===== src/rtl/arch_reg_dump_ctrl.sv =====
// -----------------------------------------------------------------------------
// arch_reg_dump_ctrl
//
// After the CPU signals end-of-program, walks every architectural register
// through the CPU's register-read slave and streams one dump record per
// register over a valid/ready interface. A read that never returns is given
// up after a bounded number of wait cycles, recorded as zero, and flagged in
// a sticky error bit.
//
// Ports
//   clk               single clock, rising edge
//   reset             synchronous, active-low reset
//   finish            CPU end-of-program indication (walk starts on rising edge)
//   rd_en             read request to the register-read slave
//   read_red_addr_req register index being requested
//   read_valid        read_value is valid for the pending request
//   read_value        returned register value
//   dump_valid        dump record valid
//   dump_ready        consumer back-pressure
//   dump_idx          register index of the record
//   dump_data         register value of the record (0 on a timed-out read)
//   dump_last         record is for the final register
//   busy              walk in progress
//   done              walk complete, waiting for finish to drop
//   err               sticky: at least one read timed out in this walk
// -----------------------------------------------------------------------------
module arch_reg_dump_ctrl #(
  parameter int ARCH_REG_NUM       = 32,
  parameter int ARCH_REG_NUM_WIDTH = 5,
  parameter int REG_VAL_WIDTH      = 32,
  parameter int TIMEOUT_CYCLES     = 64
) (
  input  logic                          clk,
  input  logic                          reset,
  input  logic                          finish,
  output logic                          rd_en,
  output logic [ARCH_REG_NUM_WIDTH-1:0] read_red_addr_req,
  input  logic                          read_valid,
  input  logic [REG_VAL_WIDTH-1:0]      read_value,
  output logic                          dump_valid,
  input  logic                          dump_ready,
  output logic [ARCH_REG_NUM_WIDTH-1:0] dump_idx,
  output logic [REG_VAL_WIDTH-1:0]      dump_data,
  output logic                          dump_last,
  output logic                          busy,
  output logic                          done,
  output logic                          err
);

  localparam int TO_W = (TIMEOUT_CYCLES > 1) ? $clog2(TIMEOUT_CYCLES) : 1;
  localparam logic [ARCH_REG_NUM_WIDTH-1:0] LAST_IDX = ARCH_REG_NUM_WIDTH'(ARCH_REG_NUM - 1);
  localparam logic [TO_W-1:0]               TO_LAST  = TO_W'(TIMEOUT_CYCLES - 1);

  typedef enum logic [2:0] {
    S_IDLE,
    S_REQ,
    S_WAIT,
    S_OUT,
    S_DONE
  } state_t;

  state_t                          state_q, state_d;
  logic [ARCH_REG_NUM_WIDTH-1:0]   idx_q, idx_d;
  logic [TO_W-1:0]                 to_cnt_q, to_cnt_d;
  logic                            finish_q;
  logic [ARCH_REG_NUM_WIDTH-1:0]   rec_idx_q, rec_idx_d;
  logic [REG_VAL_WIDTH-1:0]        rec_data_q, rec_data_d;
  logic                            err_q, err_d;

  logic finish_rise;
  assign finish_rise = finish && !finish_q;

  // NOTE: sequential state uses non-blocking assignments so every register
  // samples the pre-edge value of every other register.
  always_ff @(posedge clk) begin
    if (!reset) begin
      state_q    <= S_IDLE;
      idx_q      <= '0;
      to_cnt_q   <= '0;
      finish_q   <= 1'b0;
      rec_idx_q  <= '0;
      rec_data_q <= '0;
      err_q      <= 1'b0;
    end else begin
      state_q    <= state_d;
      idx_q      <= idx_d;
      to_cnt_q   <= to_cnt_d;
      finish_q   <= finish;
      rec_idx_q  <= rec_idx_d;
      rec_data_q <= rec_data_d;
      err_q      <= err_d;
    end
  end

  // NOTE: every signal gets its hold value before the case statement, so no
  // path through the block leaves one unassigned and no latch is inferred.
  always_comb begin
    state_d    = state_q;
    idx_d      = idx_q;
    to_cnt_d   = to_cnt_q;
    rec_idx_d  = rec_idx_q;
    rec_data_d = rec_data_q;
    err_d      = err_q;

    unique case (state_q)
      S_IDLE: begin
        if (finish_rise) begin
          idx_d   = '0;
          err_d   = 1'b0;
          state_d = S_REQ;
        end
      end

      S_REQ: begin
        to_cnt_d = '0;
        state_d  = S_WAIT;
      end

      S_WAIT: begin
        // Valid data takes priority over a timeout landing in the same cycle.
        if (read_valid) begin
          rec_idx_d  = idx_q;
          rec_data_d = read_value;
          state_d    = S_OUT;
        end else if (to_cnt_q == TO_LAST) begin
          rec_idx_d  = idx_q;
          rec_data_d = '0;
          err_d      = 1'b1;
          state_d    = S_OUT;
        end else begin
          to_cnt_d = to_cnt_q + TO_W'(1);
        end
      end

      S_OUT: begin
        if (dump_ready) begin
          if (idx_q == LAST_IDX) begin
            state_d = S_DONE;
          end else begin
            idx_d   = idx_q + ARCH_REG_NUM_WIDTH'(1);
            state_d = S_REQ;
          end
        end
      end

      S_DONE: begin
        if (!finish) state_d = S_IDLE;
      end

      default: state_d = S_IDLE;
    endcase
  end

  // Outputs decode the registered state; record fields are masked outside
  // OUT so IDLE and DONE present all-zero records.
  assign rd_en             = (state_q == S_REQ) || (state_q == S_WAIT);
  assign read_red_addr_req = rd_en ? idx_q : '0;
  assign dump_valid        = (state_q == S_OUT);
  assign dump_idx          = dump_valid ? rec_idx_q : '0;
  assign dump_data         = dump_valid ? rec_data_q : '0;
  assign dump_last         = dump_valid && (rec_idx_q == LAST_IDX);
  assign busy              = rd_en || dump_valid;
  assign done              = (state_q == S_DONE);
  assign err               = err_q;

endmodule


===== config.mk =====
export PLATFORM = sky130hd
export DESIGN_NAME = arch_reg_dump_ctrl
export DESIGN_NICKNAME = d
export VERILOG_FILES = /design/src/rtl/arch_reg_dump_ctrl.sv
export SDC_FILE = /design/constraint.sdc
export NUM_CORES = 1
export LEC_CHECK = 0
export ABC_CLOCK_PERIOD_IN_PS = 2450
export BUFFER_PORTS_ARGS = -buffer_cell sky130_fd_sc_hd__buf_2
export CAP_MARGIN = 25
export CORE_ASPECT_RATIO = 1.2
export CORE_MARGIN = 2
export CORE_UTILIZATION = 51
export CTS_BUF_LIST = sky130_fd_sc_hd__clkbuf_4 sky130_fd_sc_hd__clkbuf_8
export CTS_CLUSTER_DIAMETER = 150
export DETAILED_ROUTE_END_ITERATION = 16
export GPL_ROUTABILITY_DRIVEN = 0
export PLACE_DENSITY = 0.79
export SYNTH_ARGS = -nofsm -noshare
export SYNTH_HDL_FRONTEND = slang
export SYNTH_SLANG_ARGS = --single-unit

===== constraint.sdc =====
create_clock -name clk -period 2.45 [get_ports clk]
set_clock_uncertainty 0.1 [all_clocks]
set_input_delay 0.6125 -clock clk [delete_from_list [all_inputs] [get_ports clk]]
set_output_delay 0.6125 -clock clk [all_outputs]
set_load 0.01 [all_outputs]

==> flow_summary.ini <==
[critical_path]
crit_type = flop to output port
cpMaxStageDelayCell = dfxtp_2
end_kind = output port
cp-start-kind = flop
slowest_delay_ns = 0.48
critPathBufInv = 2
path_cells = and3b_1, buf_4, and2_1, buf_2
crit_fanout = 29
required_ns = 1.74
crit_family = flip-flops
cp.arrival_ns = 1.55

[clock_network]
clock_sinks = 53
cts_resized = 0
cts_hold_buffers = 0
worstSkewPairLatency_ns = 0.30
clkSlewWorstSetupHoldPaths_ns = 0.09
postCtsSetupBuffers = 0
cts_tree = yes
clk_path_buf_depth = 2
cts_root_buffer = clkbuf_8
cts_inserted_buffers = 5
htree_levels = 2

[yosys]
netlist_area_um2 = 2400
synth_warnings = 0
synthArstFlopShare_pct = 0
synth-edff-count = 0
ys.flop_type = dfxtp_1
avgSynthCellArea_um2 = 9.45
yosysTopAreaCellShare_pct = 44.2
synthCells = 254
yosysMostFrequentCell = dfxtp_1
synth_commonest_cells = 53 x dfxtp_1, 43 x and2_1, 32 x a22o_1, 13 x nor2_1, 12 x nand3_1
yosysUniqueCellTypes = 50
synthesis.nets = 294
ys_ff_latch = 53
synth_area_leaders = dfxtp_1 44%, a22o_1 12%, and2_1 11%
synth_top_cell_by_area = dfxtp_1
ys_seq_area_share_pct = 44.2

[route]
dr.first_iter.drc_count = 115
first_pass_iters = 4
routed_wl_um = 5460
routed_via_density = 5.42
dr_total_vias = 2107
post_drt_wl_per_cell_um = 14.0
ant_nets = 0
drc = 0

[cells_and_area]
area_growth_pct = 22.8
fill_cells = 387
postLayoutCellArea_um2 = 2950
diodes = 0
final_cells = 389
final_nets = 370
drive_gt1_share_pct = 33.8

[grt]
grt_pass1_vias = 1999
grtUsageTotal_pct = 21.6
grt_max_degree = 33
grt.overflow.total = 0
antenna_found_initial = 0
grt_pass1_wl_um = 8960

[sta]
fin_tns_setup_ns = 0
period_needed_ns = 2.26
setup_viol = 0
fin_crit_sh_pct = 92.3
rsz0062_at_grt = no
slew_viol_final = 0
tightest_slew_ns = 0.520
max_freq_mhz = 442
finalHoldViolations = 0
slew_headroom_pct = 65.3

[placement]
port_buffers = 84
placed_area_um2 = 2830
hpwlAfterDp_um = 3890
placedCellCount = 381

[power]
power_switching_w = 0.000474
power.density_nw_per_um2 = 611
p_int_w = 0.00133
netSwitchingFraction_pct = 26.3
pwr-share-clk_pct = 33.5
power_frac_comb_pct = 14.3
max-vdd-ir-drop_v = 0.000298
power_leakage_nw = 1.37
power_frac_seq_pct = 52.2

[floorplanning]
io_pins = 85
fp.dieW_um = 66.6
die_h_um = 79.2
die_area_um2 = 5280
initial_core_util_pct = 52.6
rows = 27
core_um2 = 4560

[run_status]
outcome = finished clean

[run]
cap_violations = 0

[hold_path]
hp-class = flop to flop
## power groups by stage
stage / combinational [W] / clock, W / sequential (W)
2_1_floorplan: 0.000197 / 0 / 0.000938
3_3_place_gp: 0.000250 / 0 / 0.000955
3_5_place_dp: 0.000255 / 0 / 0.000958
4_1_cts: 0.000257 / 0.000616 / 0.000938
5_1_grt: 0.000287 / 0.000653 / 0.000948
6_report: 0.000258 / 0.000603 / 0.000941
## cell usage in the layout, fill, tap and decap left out, types with 3 or more instances in the layout
cell type | Yosys | final
buf_2 | 6 | 84
dfxtp_1 | 53 | 51
and2_1 | 43 | 43
a22o_1 | 32 | 32
nor2_1 | 13 | 13
nand3_1 | 12 | 12
o21ai_0 | 8 | 8
nand2_1 | 7 | 7
a21oi_1 | 8 | 7
inv_1 | 5 | 5
clkbuf_8 | 0 | 5
buf_4 | 4 | 5
a21oi_2 | 3 | 4
and3_1 | 3 | 3
a31oi_1 | 3 | 3
mux2i_1 | 3 | 3
ha_1 | 3 | 3
## per-stage QoR
stage | util [%] | setup slack (ns) | power, W | hold WS (ns)
after floorplan | - | 0.362 | 0.00114 | 0.340
after global placement | 62.0 | 0.378 | 0.00121 | 0.352
after detailed placement | 62.0 | 0.363 | 0.00121 | 0.357
after CTS | 64.5 | 0.0194 | 0.00181 | 0.382
after global routing | 64.6 | 0.0810 | 0.00189 | 0.395
final | 64.6 | 0.188 | 0.00180 | 0.380
## layer usage
layer	share of wire [%]	GRT usage, %	vias to the layer above
met5	0	0	-
met4	0.86	5.10	0
met3	6.1	5.67	6
met2	49	36.5	62
met1	44	27.3	979
li1	-	-	1060
## sequential cells by signal (all words and copies together), names as in the netlist
signal / count
finish_q: 1
err: 1
rec_data_q: 32
rec_idx_q: 5
state_q: 3
to_cnt_q: 6
idx_q: 5
## cell families (layout without fill, tap and decap cells)
kind of cell / count (synthesis) / after routing / synth area share [%]
flip-flops: 53 / 53 / 44.2
multiplexers: 3 / 3 / 1.25
AND/OR/NAND/NOR: 97 / 97 / 24.1
buffers and inverters: 26 / 103 / 5.32
AO/OA/AOI/OAI: 70 / 70 / 22.8
XOR/XNOR: 2 / 2 / 0.730
adder cells (fa/ha/maj): 3 / 3 / 1.56
## worst paths after layout
check | endpoint | start | cells past startpoint | slack (ns)
hold / removal | rec_data_q[1] | rec_data_q[1] | 1 | 0.38
setup / recovery | dump_data[0] | state_q[0] | 4 | 0.19
setup reg to reg | rec_data_q[8] | to_cnt_q[0] | 6 | 0.50
hold reg to reg | rec_data_q[1] | rec_data_q[1] | 1 | 0.38
## cell type report
class	count	area, um2	share of cell area [%]
inverters	6	22.5	0.764
clock buffers	6	76.3	2.59
well taps	58	72.6	2.46
clock inverters	2	38.8	1.32
repair buffers	89	458	15.5
flip-flops and latches	53	1060	36.1
multi-input cells	175	1220	41.3
Note: power is estimated with default switching activity, not from simulation.
